--- config.mk ---
export PLATFORM = sky130hd
export DESIGN_NAME = wave_rom_slot_arbiter
export DESIGN_NICKNAME = d
export VERILOG_FILES = /design/src/rtl/wave_rom_slot_arbiter.sv
export SDC_FILE = /design/constraint.sdc
export NUM_CORES = 1
export LEC_CHECK = 0
export CAP_MARGIN = 20
export CORE_ASPECT_RATIO = 2
export CORE_MARGIN = 5
export CORE_UTILIZATION = 33
export DETAILED_ROUTE_END_ITERATION = 7
export PLACE_DENSITY_LB_ADDON = 0.25
export RECOVER_POWER = 50
export SLEW_MARGIN = 20
export SYNTH_ARGS = -nofsm -noshare
export SYNTH_HDL_FRONTEND = slang
export SYNTH_SLANG_ARGS = --single-unit
--- constraint.sdc ---
create_clock -name I_CLK -period 1.9 [get_ports I_CLK]
set_input_delay 0.38 -clock I_CLK [delete_from_list [all_inputs] [get_ports I_CLK]]
set_output_delay 0.38 -clock I_CLK [all_outputs]
set_load 0.01 [all_outputs]
--- src/rtl/wave_rom_slot_arbiter.sv ---
`default_nettype none
// ============================================================================
// Module      : wave_rom_slot_arbiter
// Description : Time-slot arbiter sharing one 8-bit wave ROM read port among
//               up to eight sample-player channels. Owns the 16-slot H
//               counter, registers and muxes the granted channel's address
//               onto the ROM, and routes returned bytes back with a one-hot
//               per-channel valid strobe.
//               Odd slot 2k+1 belongs to channel k. Even slots are spare
//               and are shared round-robin only when WAVE_ARB_SPARE_EN is
//               defined; otherwise they stay idle.
// Revision    : 1.0 - initial release
// ============================================================================
module wave_rom_slot_arbiter #(
    parameter int NUM_CH  = 8,
    parameter int ADDR_W  = 17,
    parameter int ROM_LAT = 1
) (
    input  logic                     I_CLK,
    input  logic                     I_RST,
    output logic [3:0]               O_H_CNT,
    input  logic [NUM_CH-1:0]        I_CH_REQ,
    input  logic [NUM_CH*ADDR_W-1:0] I_CH_ADDR,
    output logic [NUM_CH-1:0]        O_CH_GNT,
    output logic                     O_ROM_RD,
    output logic [ADDR_W-1:0]        O_ROM_ADDR,
    input  logic [7:0]               I_ROM_DATA,
    output logic [7:0]               O_RD_DATA,
    output logic [NUM_CH-1:0]        O_CH_VALID
);

    // Channel indices always fit in 3 bits because NUM_CH never exceeds 8.
    localparam int C_CH_W = 3;

    logic [3:0]                 r_h_cnt;
    logic [7:0]                 w_req8;
    logic                       w_gnt_vld;
    logic [C_CH_W-1:0]          w_gnt_ch;
    logic [ADDR_W-1:0]          w_addr_sel;
    logic [NUM_CH-1:0]          w_gnt_onehot;

    logic                       r_rom_rd;
    logic [ADDR_W-1:0]          r_rom_addr;
    logic [NUM_CH-1:0]          r_gnt;

    logic [ROM_LAT:0]              r_tag_vld;
    logic [ROM_LAT:0][C_CH_W-1:0]  r_tag_ch;
    logic [NUM_CH-1:0]             w_ret_onehot;
    logic [7:0]                    r_rd_data;
    logic [NUM_CH-1:0]             r_ch_valid;

    // Zero-extend requests to 8 so idle odd slots (k >= NUM_CH) read as 0.
    assign w_req8 = 8'(I_CH_REQ);

`ifdef WAVE_ARB_SPARE_EN
    logic [C_CH_W-1:0] r_rr_ptr;
    logic              w_spare_hit;
    logic [C_CH_W-1:0] w_spare_ch;
    logic [3:0]        w_idx;

    // Spare-slot winner: first requester at or above rr_ptr, wrapping.
    always_comb begin
        w_spare_hit = 1'b0;
        w_spare_ch  = '0;
        w_idx       = '0;
        for (int i = 0; i < NUM_CH; i++) begin
            w_idx = {1'b0, r_rr_ptr} + 4'(i);
            if (w_idx >= 4'(NUM_CH)) begin
                w_idx = w_idx - 4'(NUM_CH);
            end
            if (!w_spare_hit && w_req8[w_idx[2:0]]) begin
                w_spare_hit = 1'b1;
                w_spare_ch  = w_idx[2:0];
            end
        end
    end

    // Round-robin pointer moves past the winner on spare-slot grants only.
    always_ff @(posedge I_CLK) begin
        if (I_RST) begin
            r_rr_ptr <= '0;
        end else if (!r_h_cnt[0] && w_spare_hit) begin
            r_rr_ptr <= (w_spare_ch == C_CH_W'(NUM_CH - 1)) ? '0 : w_spare_ch + 3'd1;
        end
    end
`endif

    // Slot decision: odd slots go to their owner, even slots to the spare winner.
    always_comb begin
        w_gnt_vld = 1'b0;
        w_gnt_ch  = '0;
        if (r_h_cnt[0]) begin
            w_gnt_vld = w_req8[r_h_cnt[3:1]];
            w_gnt_ch  = r_h_cnt[3:1];
        end
`ifdef WAVE_ARB_SPARE_EN
        else begin
            w_gnt_vld = w_spare_hit;
            w_gnt_ch  = w_spare_ch;
        end
`endif
    end

    // Select the granted channel's address and build the grant one-hot.
    always_comb begin
        w_addr_sel   = '0;
        w_gnt_onehot = '0;
        for (int k = 0; k < NUM_CH; k++) begin
            if (w_gnt_ch == C_CH_W'(k)) begin
                w_addr_sel      = I_CH_ADDR[k*ADDR_W +: ADDR_W];
                w_gnt_onehot[k] = w_gnt_vld;
            end
        end
    end

    // Slot counter and ROM request stage; address holds when no read issues.
    always_ff @(posedge I_CLK) begin
        if (I_RST) begin
            r_h_cnt    <= '0;
            r_rom_rd   <= 1'b0;
            r_rom_addr <= '0;
            r_gnt      <= '0;
        end else begin
            r_h_cnt  <= r_h_cnt + 4'd1;
            r_rom_rd <= w_gnt_vld;
            r_gnt    <= w_gnt_onehot;
            if (w_gnt_vld) begin
                r_rom_addr <= w_addr_sel;
            end
        end
    end

    // Owner-tag pipeline: stage 0 aligns with O_ROM_RD, last stage with ROM data.
    always_ff @(posedge I_CLK) begin
        if (I_RST) begin
            r_tag_vld <= '0;
            r_tag_ch  <= '0;
        end else begin
            r_tag_vld <= {r_tag_vld[ROM_LAT-1:0], w_gnt_vld};
            r_tag_ch  <= {r_tag_ch[ROM_LAT-1:0], w_gnt_ch};
        end
    end

    // Decode the returning tag into a channel one-hot.
    always_comb begin
        w_ret_onehot = '0;
        for (int k = 0; k < NUM_CH; k++) begin
            w_ret_onehot[k] = r_tag_vld[ROM_LAT] && (r_tag_ch[ROM_LAT] == C_CH_W'(k));
        end
    end

    // Return stage: capture the ROM byte only for a tagged read; hold otherwise.
    always_ff @(posedge I_CLK) begin
        if (I_RST) begin
            r_rd_data  <= '0;
            r_ch_valid <= '0;
        end else begin
            r_ch_valid <= w_ret_onehot;
            if (r_tag_vld[ROM_LAT]) begin
                r_rd_data <= I_ROM_DATA;
            end
        end
    end

    assign O_H_CNT    = r_h_cnt;
    assign O_CH_GNT   = r_gnt;
    assign O_ROM_RD   = r_rom_rd;
    assign O_ROM_ADDR = r_rom_addr;
    assign O_RD_DATA  = r_rd_data;
    assign O_CH_VALID = r_ch_valid;

endmodule
`default_nettype wire

* After elaboration in Yosys (flattened, before gate mapping)
Cells that the tools add are included.
Word-level totals: register bits after elaboration 54, bits of input ports 154
Cells by class: $add $sub $neg 1, order comparisons 1, equal/unequal tests 14, mux-type cells 12, bitwise logic cells 8, reduce and logical (&&, ||, !) cells 18
Operators by type and width (number):
- $mux W17 | 8
- $eq A3 B3 Y1 const B | 8
- $reduce_or A2 Y1 | 8
- $eq A3 B2 Y1 const B | 4
- $logic_and A1 B1 Y1 | 8
- $not A1 Y1 | 8
- $eq A3 B1 Y1 const B | 2
- $logic_not A3 Y1 | 2
- $add A4 B1 Y4 const B | 1
- $lt A3 B4 Y1 const B | 1
- $bmux W1 S3 | 1
- $mux W3 | 1
- $mux W1 | 2

* Longest topological paths before layout
Gate-level depths: netlist of the first run.
depth after elaboration 10, gate-level depth with buffers 9, gate-level depth less buffers 6

* Least setup slack after synthesis of the first run
No wires, ideal clock.
path type reg2reg, from register r_h_cnt[0], in the netlist O_H_CNT[0], to register r_rom_addr[7], in the netlist O_ROM_ADDR[7], data arrival time 1.825 ns, data required time 1.774 ns, setup slack -0.051 ns, cell stages (with the launch flop) 8, period minus slack after synthesis 1.951 ns, cell sequence dfxtp_1 ha_1 and4bb_2 clkbuf_1 buf_2 a221o_1 a221oi_1 o32ai_1
Between the ends: word-level cells in the longest chain between the ends 10
RTL lines:
- from (decl) | line 35 | logic [3:0] r_h_cnt;
- from (signal assigned) | line 124 | r_h_cnt <= r_h_cnt + 4'd1;
- $mux W3 | line 92 | if (r_h_cnt[0]) begin
- $logic_not A3 Y1 | line 109 | if (w_gnt_ch == C_CH_W'(k)) begin
- $mux W17 (8 in a row) | line 109
- to (signal assigned) | line 128 | r_rom_addr <= w_addr_sel;
- to (decl) | line 43 | logic [ADDR_W-1:0] r_rom_addr;
Several ways; a longest one is shown, not always the timed one. A chain may end at the register's enable or synchronous reset.

* Final worst setup path of the first run
from register r_h_cnt[0], in the netlist O_H_CNT[0], to register r_rom_addr[2], in the netlist O_ROM_ADDR[2]
The elaborated chain is that of the path after synthesis.

==> results of run 1 <==
worst max-delay path, delay by kind of cell, from the launching register on:
| kind | cells | cell delay (ps) |
|---|---|---|
| buffers and inverters | 1 | 170 |
| AO/OA/AOI/OAI | 4 | 1150 |
| flip-flops | 1 | 380 |
| AND/OR/NAND/NOR | 1 | 80 |
report_power, final:
| group | switching, uW | total [uW] | internal (uW) | leakage [uW] |
|---|---|---|---|---|
| Sequential | 29.7 | 1180 | 1150 | 0.000432 |
| Clock | 436 | 927 | 492 | 0.0000702 |
| Combinational | 346 | 909 | 564 | 0.00162 |
| Total | 811 | 3010 | 2200 | 0.00212 |
sequential cells by signal (all words and copies together) (netlist names):
name        flops
O_CH_GNT        8
O_H_CNT         4
r_tag_vld       2
O_CH_VALID      8
O_RD_DATA       8
O_ROM_ADDR     17
r_tag_ch        6
layout make-up:
class | count | share of cell area, %
Clock inverter | 3 | 0.364
Sequential cell | 53 | 18.3
Clock buffer | 5 | 2.14
Timing Repair Buffer | 245 | 41.7
Inverter | 20 | 1.28
Multi-Input combinational cell | 293 | 34.0
Tap cell | 104 | 2.23
cells by family (layout without fill, tap and decap cells):
group,after synthesis,count (layout),synth area share (%)
AO/OA/AOI/OAI,149,149,31.9
AND/OR/NAND/NOR,129,129,20.3
buffers and inverters,60,273,8.92
flip-flops,53,53,33.9
multiplexers,12,12,3.84
adder cells (fa/ha/maj),2,2,0.800
XOR/XNOR,1,1,0.280
repair_timing:
item / CTS / global route
pin swaps: 2 / 14
gates resized for setup: 19 / 34
setup endpoints to repair: 19 / 17
buffers inserted: 0 / 1
metrics by stage:
stage | power [uW] | setup TNS [ps] | instances | util (%) | hold WS [ps]
after floorplan | 1510 | 0 | 406 | - | 414
after global placement | 2050 | -2530 | 717 | 59.1 | 422
after detailed placement | 2060 | -3550 | 717 | 59.1 | 429
after CTS | 2990 | -45.2 | 725 | 61.4 | 445
after global routing | 3130 | -208 | 723 | 62.7 | 474
final | 3010 | -6.04 | 723 | 62.7 | 450
placed cells by master (no fill, tap or decap), types with 2 or more instances in the layout:
cell type,synthesis,layout
ha_4,0,2
and2_1,2,2
o21ai_1,0,13
buf_6,3,2
buf_4,5,34
a221oi_1,17,7
clkbuf_16,0,5
dlygate4sd3_1,0,18
nor4b_1,2,2
clkdlybuf4s50_1,0,180
o21ai_0,52,39
dfxtp_2,0,2
a22oi_1,13,13
dfxtp_4,0,2
clkbuf_1,20,2
nand3_1,9,9
nor2b_1,14,14
nor4_1,3,3
a221o_1,16,16
nor3_1,3,3
o32ai_2,0,8
a221oi_2,0,9
nor2_1,44,44
nand4_1,3,3
inv_1,20,20
buf_12,0,8
o32ai_1,17,8
a21oi_1,29,29
nand2_1,31,31
dfxtp_1,53,49
nand2b_1,9,8
mux2i_1,12,12
per-layer routing:
metal | track usage, % | wire, microns | vias up
met5 | 0 | 0 | -
met4 | 12.0 | 663 | 0
met3 | 5.00 | 1120 | 42
met2 | 45.0 | 7800 | 226
met1 | 23.3 | 4950 | 1890
li1 | - | - | 1911
final timing paths:
path | to | cells after the start | slack [ps]
worst min register to register | r_tag_ch[4] | 1 | 450
worst min-delay path | r_tag_ch[4] | 1 | 450
worst max register to register | O_ROM_ADDR[2] | 6 | -6
worst max-delay path | O_ROM_ADDR[2] | 6 | -6
==> results.yml, run 1 <==
global_routing:
  grt_pass1_vias: 4166
  antenna_found_initial: 0
  grt_max_degree: 26
  grt_overflow: 0
  grt_usage_pct: 23.6
  grt_pass1_wl_mm: 21.4
power:
  ir_worst_vdd_mv: 0.347
  power_density_mw_per_mm2: 515
  power_leakage_uw: 0.00212
final_layout:
  nNetsFinal: 774
  postLayoutCellArea_sq_mm: 0.00585
  syn_to_final_growth_pct: 86.9
  n_fill_cell: 825
  multi_input_area_sq_mm: 0.00199
  layout-drive-gt1-share_pct: 13.6
  antennaDiodeCount: 0
  ff_latch_area_sq_mm: 0.00107
synth:
  yosysUniqueCellTypes: 40
  syn_nets: 562
  seq_area_frac_synth_pct: 33.9
  netlist_area_sq_mm: 0.00313
  synth_most_common_cell: "dfxtp_1"
  yosys-top-cells-count: "dfxtp_1, o21ai_0, nor2_1"
  yosysWarnings: 0
  async_reset_ff_share_pct: 0
  syn_avg_cell_area_sq_um: 7.71
  synth_top_area_cell: "dfxtp_1"
  synth_top_area_share_pct: 33.9
  synth-main-ff-cell: "dfxtp_1"
  synth_edf_count: 0
  netlist_top_cells_area: "dfxtp_1, o21ai_0, nor2_1, a221o_1, a221oi_1"
  syn_inst: 406
  ys_ff_latch: 53
detailed_routing:
  drtAntennaViolNets: 0
  vias: 4069
  drt_iter0_drc: 243
  vias_per_cell: 5.63
  routed_wl_mm: 14.5
  drt_first_pass_iters: 6
  post_drt_wl_per_cell_microns: 20.1
  drc: 0
sta:
  fmax_mhz: 525
  maxSlewViolCount: 0
  skew_ps: 6.71
  min_period_over_period_pct: 100
  finalCriticalPeriod_ps: 1910
  max_slew_margin_pct: 59.2
  tightest_slew_ps: 611
  hold_violations: 0
  post-route-worst-setup-slack_ps: -6.04
  rsz0062_at_grt: "true"
  setup_viol: 1
worst_setup_path:
  required_ps: 2080
  crit_chain: "buf_4 > o21a_4 > nor3_4 > a221o_1 > a221oi_2 > o32ai_4"
  critPathLaunchType: "flip-flop"
  slowest_stage: "a221oi_2"
  crit_fanout: 10
  timing.rr.start: "O_H_CNT[0]"
  worst-setup-path-type: "reg2reg"
  arrival_ps: 2080
  slowest_delay_ps: 520
  endpoint_kind: "flip-flop"
  crit_start: "O_H_CNT[0]"
placement:
  gp_congestion: 0.933
  io_buffers: 199
  post-place-ws_ps: -246
  placed_area_sq_mm: 0.00551
  hpwl_mm: 11.6
cts:
  clockBufferDepth: 2
  htreeDepth: 2
  clk_latency_ps: 300
  cts_tree: "yes"
  cts-buffers-inserted: 5
  holdBufCountCts: 0
  cts.clk_slew.worst_paths_ps: 70
  clockRootBuffer: "clkbuf_16"
  cts_num_sinks: 53
run:
  max_cap_viol_count: 0
die:
  boundaryPins: 200
  initial_core_util_pct: 33.6
  dieArea_sq_mm: 0.0116
  die_y_microns: 148
  rows: 50
  core-area_sq_mm: 0.00932
  chipWidth_microns: 78.9
outcome:
  violations: "setup timing"
  status: "finished, violations left"
worst_hold_path:
  hp-class: "reg2reg"
  min_from: "r_tag_ch[1]"
(Power assumes the default switching activity.)
==> inputs of run 2 (changes only) <==
--- a/config.mk
+++ b/config.mk
@@ -10,8 +10,11 @@
 export CORE_MARGIN = 5
 export CORE_UTILIZATION = 33
 export DETAILED_ROUTE_END_ITERATION = 7
+export GPL_ROUTABILITY_DRIVEN = 0
+export MAX_ROUTING_LAYER = met4
 export PLACE_DENSITY_LB_ADDON = 0.25
 export RECOVER_POWER = 50
+export REMOVE_ABC_BUFFERS = 1
 export SLEW_MARGIN = 20
 export SYNTH_ARGS = -nofsm -noshare
 export SYNTH_HDL_FRONTEND = slang
==> run 2 against run 1 <==
- the flow now finishes without violations
- sequential share of layout area rose by 0.57 points
- first-iteration DRC count rose by 15%
- critical endpoint is now O_ROM_ADDR[13]
- critical path depth did not move
- core utilization fell by 2.0 points
- hold slack got worse by 13 ps
- final area fell by 3.1%
- routed wire length fell by 0.41%
==> results.yml, run 2 (synthesis gave the netlist of run 1 again) <==
worst_setup_path:
  arrival_ps: 2040
  crit_fanout: 10
  worst-setup-path-type: "reg2reg"
  required_ps: 2080
  endpoint_kind: "flip-flop"
  critPathLaunchType: "flip-flop"
global_routing:
  antenna_found_initial: 0
  grt_pass1_vias: 4424
  grt_max_degree: 25
  grt_overflow: 0
  grt_pass1_wl_mm: 22.0
  grt_usage_pct: 25.0
sta:
  tightest_slew_ps: 518
  hold_violations: 0
  min_period_over_period_pct: 98.1
  setup_viol: 0
  finalCriticalPeriod_ps: 1860
  maxSlewViolCount: 0
  skew_ps: 11.3
  max_slew_margin_pct: 65.4
  fmax_mhz: 537
  hold_slack_ps: 438
  rsz0062_at_grt: "true"
final_layout:
  ff_latch_area_sq_mm: 0.00107
  nNetsFinal: 773
  syn_to_final_growth_pct: 81.0
  final_cells: 721
  multi_input_area_sq_mm: 0.00184
  n_fill_cell: 832
  antennaDiodeCount: 0
  largest_register_ffs: 17
  layout-drive-gt1-share_pct: 10.4
  most-common-layout-cells: "clkdlybuf4s50_1, o21ai_0, dfxtp_1"
  final_common_cell: "clkdlybuf4s50_1"
outcome:
  status: "finished clean"
detailed_routing:
  drc: 0
  vias_per_cell: 5.72
  drt_first_pass_iters: 7
  post_drt_wl_per_cell_microns: 20.1
  routed_wl_mm: 14.5
  drtAntennaViolNets: 0
  drt_iter0_drc: 280
  vias: 4121
cts:
  cts-buffers-inserted: 5
  cts_num_sinks: 53
  cts.clk_slew.worst_paths_ps: 70
  htreeDepth: 2
  clockBufferDepth: 2
  clockRootBuffer: "clkbuf_16"
  cts_tree: "yes"
  holdBufCountCts: 0
  clk_latency_ps: 300
die:
  dieArea_sq_mm: 0.0116
  rows: 50
  chipWidth_microns: 78.9
  boundaryPins: 200
  core-area_sq_mm: 0.00932
  die_y_microns: 148
  initial_core_util_pct: 33.6
power:
  ir_worst_vdd_mv: 0.488
  internal-power_uw: 2300
  seqPwrFrac_pct: 38.7
  power_leakage_uw: 0.00209
  comb_power_share_pct: 28.2
  sw_frac_of_total_pct: 24.5
  power_density_mw_per_mm2: 537
  total_power_uw: 3040
  clkPwrFrac_pct: 33.1
  p_sw_uw: 744
placement:
  post-place-cells: 713
  io_buffers: 199
  hpwl_mm: 11.4
run:
  max_cap_viol_count: 0
worst_hold_path:
  hp-class: "reg2reg"
==> run 2: changes by cell type in the layout (fill, tap and decap cells not counted), sizes merged <==
| cell | change |
|---|---|
| bufinv | +1 |
| clkbuf | -1 |
| inv | -1 |
| clkinvlp | -1 |
| dlygate4sd3 | -1 |
| clkdlybuf4s50 | +1 |
==> run 2: cell type report <==
cell class | count | share of cell area (%)
sequential | 53 | 18.9
timing repair buffer | 244 | 42.2
clock inverter | 2 | 0.619
clock buffer | 5 | 2.21
tap | 104 | 2.30
inverter | 20 | 1.33
multi-input combinational | 293 | 32.4
==> run 2: final timing paths <==
check / depth (start not counted) / endpoint / start / slack [ps]
worst max-delay path: 6 / O_ROM_ADDR[13] / O_H_CNT[0] / 40
worst min-delay path: 1 / r_tag_ch[5] / r_tag_ch[2] / 440
worst max register to register: 6 / O_ROM_ADDR[13] / O_H_CNT[0] / 40
worst min register to register: 1 / r_tag_ch[5] / r_tag_ch[2] / 440
==> run 2: what timing repair did <==
action | CTS | global route
pin swaps | 0 | 3
setup buffers | 0 | 1
endpoints found under the setup margin | 18 | 17
resized for setup | 5 | 12
==> run 2: metal layers <==
| layer | vias up | track usage [%] | routed length (microns) |
|---|---|---|---|
| li1 | 1901 | - | - |
| met1 | 1894 | 23.4 | 4720 |
| met2 | 264 | 45.9 | 7940 |
| met3 | 62 | 4.02 | 995 |
| met4 | 0 | 15.9 | 816 |
| met5 | - | - | 0 |
==> run 2: stage by stage <==
stage	TNS (ps)	setup slack [ps]	utilization (%)	area, sq um
3_5_place_dp	-4840	-319	58.4	5440
6_report	0	36.8	60.8	5660
5_1_grt	-147	-25.7	60.8	5660
2_1_floorplan	-17910	-1040	-	2930
3_3_place_gp	-2510	-176	58.4	5440
4_1_cts	0	13.1	60.2	5610
==> run 2: power by group through the flow <==
stage	logic [uW]	registers, uW	clock network, uW
3_3_place_gp	824	1200	0
5_1_grt	910	1180	1080
3_5_place_dp	837	1200	0
2_1_floorplan	250	1220	0
4_1_cts	842	1170	1020
6_report	858	1180	1010
==> run 2: worst max-delay path: stages (launching register included) <==
cell and delay [ps]:
dfxtp_4 370, ha_2 230, and4b_2 290, buf_12 150
a221o_1 260, a221oi_1 310, o32ai_2 130
